`config.mk`:
```
export PLATFORM = sky130hd
export DESIGN_NAME = mips_id_stage
export DESIGN_NICKNAME = d
export VERILOG_FILES = /design/src/rtl/mips_id_stage.sv
export SDC_FILE = /design/constraint.sdc
export NUM_CORES = 2
export LEC_CHECK = 0
export CORE_UTILIZATION = 35
export DETAILED_ROUTE_END_ITERATION = 10
export HOLD_SLACK_MARGIN = 0.12
export PLACE_DENSITY = 0.63
export RECOVER_POWER = 50
export SETUP_SLACK_MARGIN = 0.02
export SYNTH_ARGS = -nofsm -noshare
export SYNTH_HDL_FRONTEND = slang
export SYNTH_SLANG_ARGS = --single-unit
```
`constraint.sdc`:
```
create_clock -name clk -period 3.2 [get_ports clk]
set_clock_uncertainty 0.1 [all_clocks]
set_input_delay 0.64 -clock clk [delete_from_list [all_inputs] [get_ports clk]]
set_output_delay 0.64 -clock clk [all_outputs]
set_load 0.02 [all_outputs]
```
`src/rtl/mips_id_stage.sv`:
```
// MIPS instruction-decode stage: register file with write-back bypass, control decode,
// immediate/target generation, load-use hazard detection and the ID/EX pipeline register.
module mips_id_stage #(
    parameter int unsigned NB_DATA  = 32,
    parameter int unsigned NB_ADDR  = 5,
    parameter int unsigned NB_PC    = 32,
    parameter int unsigned LINK_REG = 31
) (
    input  logic               clk,
    input  logic               i_rst_n,
    input  logic               i_valid,
    input  logic [31:0]        i_instruction,
    input  logic [NB_PC-1:0]   i_pcounter4,
    input  logic               i_stall,
    input  logic               i_flush,
    input  logic               i_wb_we,
    input  logic [NB_ADDR-1:0] i_wb_addr,
    input  logic [NB_DATA-1:0] i_wb_data,
    input  logic               i_ex_memRead,
    input  logic [NB_ADDR-1:0] i_ex_wr_addr,
    output logic               o_hazard_stall,
    output logic               o_valid,
    output logic [NB_ADDR-1:0] o_rs,
    output logic [NB_ADDR-1:0] o_rt,
    output logic [NB_ADDR-1:0] o_rd,
    output logic [NB_ADDR-1:0] o_wr_addr,
    output logic [NB_DATA-1:0] o_reg_DA,
    output logic [NB_DATA-1:0] o_reg_DB,
    output logic [NB_DATA-1:0] o_immediate,
    output logic [4:0]         o_shamt,
    output logic [5:0]         o_func,
    output logic [5:0]         o_opcode,
    output logic [NB_PC-1:0]   o_branch_target,
    output logic [NB_PC-1:0]   o_jump_target,
    output logic [NB_PC-1:0]   o_link,
    output logic               o_regWrite,
    output logic               o_memRead,
    output logic               o_memWrite,
    output logic               o_mem2Reg,
    output logic               o_branch,
    output logic               o_bne,
    output logic               o_jump,
    output logic               o_jr,
    output logic               o_illegal,
    output logic [1:0]         o_aluSrc,
    output logic [1:0]         o_aluOp
);

    localparam int unsigned NREGS = 2 ** NB_ADDR;

    typedef struct packed {
        logic       reg_write;
        logic       mem_read;
        logic       mem_write;
        logic       mem2reg;
        logic       branch;
        logic       bne;
        logic       jump;
        logic       jr;
        logic       illegal;
        logic [1:0] alu_src;
        logic [1:0] alu_op;
    } ctrl_t;

    typedef struct packed {
        logic               valid;
        logic [NB_ADDR-1:0] rs;
        logic [NB_ADDR-1:0] rt;
        logic [NB_ADDR-1:0] rd;
        logic [NB_ADDR-1:0] wr_addr;
        logic [NB_DATA-1:0] reg_da;
        logic [NB_DATA-1:0] reg_db;
        logic [NB_DATA-1:0] immediate;
        logic [4:0]         shamt;
        logic [5:0]         func;
        logic [5:0]         opcode;
        logic [NB_PC-1:0]   branch_target;
        logic [NB_PC-1:0]   jump_target;
        logic [NB_PC-1:0]   link;
        ctrl_t              ctrl;
    } idex_t;

    logic [NB_DATA-1:0] rf_q [NREGS];
    logic [5:0]         opcode;
    logic [5:0]         func;
    logic [4:0]         shamt;
    logic [15:0]        imm16;
    logic [NB_ADDR-1:0] rs;
    logic [NB_ADDR-1:0] rt;
    logic [NB_ADDR-1:0] rd;
    logic [NB_ADDR-1:0] wr_addr;
    logic [NB_DATA-1:0] reg_da;
    logic [NB_DATA-1:0] reg_db;
    logic [NB_DATA-1:0] immediate;
    logic [NB_PC-1:0]   branch_target;
    logic [NB_PC-1:0]   jump_target;
    logic               wb_hit;
    logic               zext_imm;
    logic               reads_rt;
    ctrl_t              ctrl;
    idex_t              idex_d;
    idex_t              idex_q;

    assign opcode = i_instruction[31:26];
    assign rs     = NB_ADDR'(i_instruction[25:21]);
    assign rt     = NB_ADDR'(i_instruction[20:16]);
    assign rd     = NB_ADDR'(i_instruction[15:11]);
    assign shamt  = i_instruction[10:6];
    assign func   = i_instruction[5:0];
    assign imm16  = i_instruction[15:0];

    // Register 0 is never written, so it need not be reset to read as zero.
    always_ff @(posedge clk) begin
        if (i_wb_we && (i_wb_addr != '0)) begin
            rf_q[i_wb_addr] <= i_wb_data;
        end
    end

    assign wb_hit = i_wb_we && (i_wb_addr != '0);

    always_comb begin
        reg_da = (rs == '0) ? '0 : rf_q[rs];
        reg_db = (rt == '0) ? '0 : rf_q[rt];
        if (wb_hit && (i_wb_addr == rs)) reg_da = i_wb_data;
        if (wb_hit && (i_wb_addr == rt)) reg_db = i_wb_data;
    end

    always_comb begin
        ctrl     = '0;
        wr_addr  = '0;
        zext_imm = 1'b0;
        reads_rt = 1'b0;
        case (opcode)
            6'b000000: begin
                ctrl.reg_write = 1'b1;
                ctrl.alu_op    = 2'b10;
                wr_addr        = rd;
                reads_rt       = 1'b1;
                if (func inside {6'b000000, 6'b000010, 6'b000011}) ctrl.alu_src = 2'b10;
                if (func == 6'b001000) begin
                    ctrl.jump      = 1'b1;
                    ctrl.jr        = 1'b1;
                    ctrl.reg_write = 1'b0;
                end
            end
            6'b100011: begin
                ctrl.mem_read  = 1'b1;
                ctrl.mem2reg   = 1'b1;
                ctrl.reg_write = 1'b1;
                ctrl.alu_src   = 2'b01;
                wr_addr        = rt;
            end
            6'b101011: begin
                ctrl.mem_write = 1'b1;
                ctrl.alu_src   = 2'b01;
                reads_rt       = 1'b1;
            end
            6'b000100, 6'b000101: begin
                ctrl.branch = 1'b1;
                ctrl.bne    = opcode[0];
                ctrl.alu_op = 2'b01;
                reads_rt    = 1'b1;
            end
            6'b001000, 6'b001010, 6'b001100, 6'b001101, 6'b001110, 6'b001111: begin
                ctrl.reg_write = 1'b1;
                ctrl.alu_src   = 2'b01;
                ctrl.alu_op    = 2'b11;
                wr_addr        = rt;
                zext_imm       = opcode[2];
            end
            6'b000010: ctrl.jump = 1'b1;
            6'b000011: begin
                ctrl.jump      = 1'b1;
                ctrl.reg_write = 1'b1;
                wr_addr        = NB_ADDR'(LINK_REG);
            end
            default: ctrl.illegal = 1'b1;
        endcase
    end

    assign immediate = zext_imm ? {{(NB_DATA - 16){1'b0}}, imm16}
                                : {{(NB_DATA - 16){imm16[15]}}, imm16};
    assign branch_target = i_pcounter4 + {{(NB_PC - 18){imm16[15]}}, imm16, 2'b00};

    always_comb begin
        jump_target       = i_pcounter4;
        jump_target[27:0] = {i_instruction[25:0], 2'b00};
    end

    assign o_hazard_stall = i_valid && i_ex_memRead && (i_ex_wr_addr != '0) &&
                            ((i_ex_wr_addr == rs) || (reads_rt && (i_ex_wr_addr == rt)));

    // Flush outranks stall; a load-use hazard only inserts a bubble when not stalled.
    always_comb begin
        idex_d = idex_q;
        if (i_flush) begin
            idex_d = '0;
        end else if (i_stall) begin
            idex_d = idex_q;
        end else if (o_hazard_stall) begin
            idex_d = '0;
        end else begin
            idex_d.valid         = i_valid;
            idex_d.rs            = rs;
            idex_d.rt            = rt;
            idex_d.rd            = rd;
            idex_d.wr_addr       = wr_addr;
            idex_d.reg_da        = reg_da;
            idex_d.reg_db        = reg_db;
            idex_d.immediate     = immediate;
            idex_d.shamt         = shamt;
            idex_d.func          = func;
            idex_d.opcode        = opcode;
            idex_d.branch_target = branch_target;
            idex_d.jump_target   = jump_target;
            idex_d.link          = i_pcounter4;
            idex_d.ctrl          = i_valid ? ctrl : '0;
        end
    end

    always_ff @(posedge clk) begin
        if (!i_rst_n) begin
            idex_q <= '0;
        end else begin
            idex_q <= idex_d;
        end
    end

    assign o_valid         = idex_q.valid;
    assign o_rs            = idex_q.rs;
    assign o_rt            = idex_q.rt;
    assign o_rd            = idex_q.rd;
    assign o_wr_addr       = idex_q.wr_addr;
    assign o_reg_DA        = idex_q.reg_da;
    assign o_reg_DB        = idex_q.reg_db;
    assign o_immediate     = idex_q.immediate;
    assign o_shamt         = idex_q.shamt;
    assign o_func          = idex_q.func;
    assign o_opcode        = idex_q.opcode;
    assign o_branch_target = idex_q.branch_target;
    assign o_jump_target   = idex_q.jump_target;
    assign o_link          = idex_q.link;
    assign o_regWrite      = idex_q.ctrl.reg_write;
    assign o_memRead       = idex_q.ctrl.mem_read;
    assign o_memWrite      = idex_q.ctrl.mem_write;
    assign o_mem2Reg       = idex_q.ctrl.mem2reg;
    assign o_branch        = idex_q.ctrl.branch;
    assign o_bne           = idex_q.ctrl.bne;
    assign o_jump          = idex_q.ctrl.jump;
    assign o_jr            = idex_q.ctrl.jr;
    assign o_illegal       = idex_q.ctrl.illegal;
    assign o_aluSrc        = idex_q.ctrl.alu_src;
    assign o_aluOp         = idex_q.ctrl.alu_op;

endmodule

```
==> results.md <==
Clocking:
- The clock tree from TritonCTS is yes.
- The number of H-tree branching levels is 3.
- The number of buffers on the longest clock path is 3.
- For the worst-skew pair, the clock arrives at the later sink with an insertion delay of 0.76 ns.
- The clock transition at the registers of the reported paths is 0.06 ns.
- Clock tree synthesis found a total of 1201 sinks.
- Counting the buffers created by CTS gives 116.
- The buffer type at the clock tree root is clkbuf_16.

Synthesis:
- After synthesis, the cell types taking the most area are edfxtp_1 (55%), mux4_2 (21%), dfxtp_1 (6.3%).
- Yosys printed 0 warnings.
- The synthesized design contains 1024 enable-type register cells.
- The prevailing post-synth register cell is edfxtp_1.
- The average instance area after synthesis is 16.7 um^2.
- Of all cell types, the one taking the most synthesized area is edfxtp_1.
- Synthesis handed over a netlist of 3377 instances.
- Of the post-synthesis cell area, the dominant cell type holds 0.546.
- For this run, asynchronously set or reset flops after synthesis account for 0.
- The register bit total from synthesis is 1201.
- The share of the yosys chip area belonging to registers is 0.609.
- The most used standard cell by instance count after synthesis is edfxtp_1.
- The synthesized area is 56300 um^2.
- Counting distinct cell types in the post-synthesis netlist gives 73.
- By count the netlist is led by edfxtp_1 (1024), mux4_2 (524), nor2_1 (203), a21oi_1 (180), mux2i_1 (178).

Place:
- The cell area reported after detailed placement is 65700 um^2.
- The number of placed instances, taps included, is 6010.
- The count of buffers added on input and output ports is 354.
- The routability-driven placement congestion ratio is 0.827.
- The HPWL reported at the end of detailed placement is 118000 um.

Pwr:
- The share of total power dissipated in the clock network is 0.400.
- The largest vdd supply drop is 0.000495 V.
- The analysis attributes to net switching a power of 8.54 mW.
- Dividing total power by cell area gives a power density of 518 nW/um^2.
- The share of total power dissipated in combinational logic is 0.116.
- The fraction of power spent switching nets is 0.237.
- The total leakage power is 23.3 nW.
- The total internal power is 27.4 mW.
- Of the total power, registers draw 0.484.

GRT:
- The global route total overflow is 0.
- The number of global-route vias before repair came to 35800.
- Entering global routing, the biggest net connects 119 pins.
- The first-pass GRT wire length is 264000 um.
- For this run, the total global-route usage over all layers was measured as 0.226.
- The number of antenna violations at the first check in global routing came to 23.

Die:
- The floorplan step set the die height to 403 um.
- The core area is 159000 um^2.
- The die outline width is 403 um.
- The number of placement rows is 146.
- The area of the die is 163000 um^2.
- The starting utilization of the core area is 0.354.
- During I/O placement, the number of pins put on the boundary was 357.

Drt:
- The number of DRC markers in iteration 0 is 4503.
- The final wirelength is 186000 um.
- The number of remaining DRC errors is 0.
- Summing over every cut layer, the via total after detailed routing is 36100.
- Using the TritonRoute via totals, the vias-per-cell ratio works out to 5.79.
- The detail-routed net length per standard cell is 29.9 um.
- The count of nets left with antenna violations once routing finished came out at 0.
- The first-pass iteration count of the detailed router is 8.

Critical path:
- The combined buffer and inverter count along the critical path is 5.
- The largest single stage delay on the critical path is 0.60 ns.
- The signal on the critical path passes through dlygate4sd3_1, or3_1, o31a_1, nand4_1, nor3_2, buf_4, a21o_1, buf_12, buf_12, nor4_1, a21oi_1, buf_4, o21ai_0.
- The top fanout value on the critical path is 8.
- The type of element launching the critical path is a primary input.
- At the worst endpoint, the required time is 3.76 ns.
- Across all register-to-register paths, the minimum setup slack is 0.85 ns.
- The kind of critical path is primary input to flip-flop.
- The critical-path cell with the highest stage delay is dlygate4sd3_1.
- STA classifies the critical path endpoint as a flip-flop.
- In this design, the largest share of critical-path delay is due to buffers and inverters.
- The arrival time at the worst endpoint is 3.67 ns.

Cells and area:
- The number of nets in the final layout is 4126.
- Once layout is done, the placed cells without fillers occupy 69400 um^2.
- The utilization of the core after routing is 0.436.
- Compared with the post-synthesis result, the final layout area differs by 23.2%.
- The fraction of layout instances using a drive strength above 1 is 0.290.
- The count of cells in the finished layout, fillers not included, comes to 6233.

Timing:
- The number of max-slew violations in the final report is 35.
- The transition at the pin with the smallest max-transition slack is 1.78 ns.
- The number of failing hold endpoints at the final stage is 0.
- The clock period minus worst slack is 3.10 ns.
- The total setup violations reported at the end of the flow is 0.
- Derived from the worst setup path, the maximum achievable clock frequency is 0.322 GHz.
- Setup repair after global routing could not meet its margin everywhere.
- Hold timing on the final database bottoms out at a slack of 0.263 ns.
- Of the available clock period, the critical path in the final layout requires 0.970.
- Headroom to the max-slew limit came out at -0.188.

Worst hold path:
- The type of the most critical hold path is primary input to flip-flop.

Outcome:
- The flow ran to the end, but the final reports show violations.
- The final reports fail on max-capacitance violations, max-slew violations.

Run:
- The number of maximum-capacitance violations is 1.
cells in the final DEF (no fill, tap or decap), types with 31 or more instances in the layout:
cell,n
mux2i_1,178
o21ai_0,97
a21o_1,32
clkdlybuf4s50_1,298
mux2_2,31
buf_4,280
a21oi_1,179
dlygate4sd3_1,33
dfxtp_1,177
mux4_2,524
nor2_1,175
clkbuf_16,118
conb_1,34
and3_1,65
buf_12,85
edfxtp_1,1024
clkbuf_1,70
nand2_1,153
metrics by stage:
stage	total power [mW]	worst slack (ns)	setup TNS [ns]
2_1_floorplan	20.0	-0.122	-35.89
3_3_place_gp	21.9	-0.907	-117.05
3_5_place_dp	21.9	-0.954	-126.44
4_1_cts	36.2	0.0250	0
5_1_grt	37.0	0.000911	0
6_report	36.0	0.0960	0
state kept, by name, summed over array words and instances, names as in the netlist, 2 cells and up:
name,cells
o_aluOp,2
o_aluSrc,2
o_branch_target,32
o_immediate,13
o_jump_target,3
o_link,29
o_opcode,6
o_rd,4
o_reg_DA,32
o_reg_DB,32
o_rs,4
o_rt,4
o_wr_addr,5
rf_q,1024
power groups by stage:
stage / logic, mW / clock network [mW] / registers (mW)
2_1_floorplan: 2.19 / 0 / 17.8
3_3_place_gp: 4.20 / 0 / 17.7
3_5_place_dp: 4.22 / 0 / 17.7
4_1_cts: 4.23 / 14.6 / 17.4
5_1_grt: 4.44 / 15.1 / 17.4
6_report: 4.19 / 14.4 / 17.4
path summary, 6_finish.rpt:
path	from	to	cells past startpoint
worst min-delay path	i_instruction[29]	o_memWrite	4
worst min register to register	o_reg_DB[31]	o_reg_DB[31]	2
worst max-delay path	i_wb_addr[3]	o_reg_DB[29]	13
worst max register to register	rf_q[19][13]	o_reg_DB[13]	5
cell families (layout without fill, tap and decap cells):
kind of cell | Yosys count | after routing | synth area share
compound gates | 488 | 488 | 0.0552
xor+xnor | 43 | 43 | 0.00668
fa+ha+maj | 30 | 30 | 0.00680
buf+inv | 328 | 1002 | 0.0293
flops | 1201 | 1201 | 0.609
mux | 733 | 733 | 0.247
other cells | 1 | 37 | 0.0000666
simple gates | 553 | 553 | 0.0460
layer usage:
layer  part of all wire  track usage  vias to the layer above
met5            0.00065            0                        -
met4              0.029       0.0670                       20
met3              0.095       0.0482                      296
met2               0.49        0.375                     1962
met1               0.39        0.299                    18800
li1                   -            -                    15000
worst min-delay path, delay by kind of cell:
| kind | cells | cell delay, ns |
|---|---|---|
| compound gates | 1 | 0.07 |
| buf+inv | 2 | 0.27 |
| simple gates | 1 | 0.08 |
timing repair:
item,CTS,global route
pin swaps,7,13
setup endpoints to repair,59,4
hold buffers,0,0
buffers inserted,0,1
resized for setup,26,26
area by class of cell:
cell class	instances	area, um^2
multi-input cells	1881	20800
well taps	2146	2690
inverters	10	38.8
repair buffers	773	7590
diodes	3	7.51
fillers	14000	89700
flip-flops and latches	1201	34300
clock inverters	73	868
clock buffers	146	3120
No activity file was read; power rests on OpenSTA's default activity.
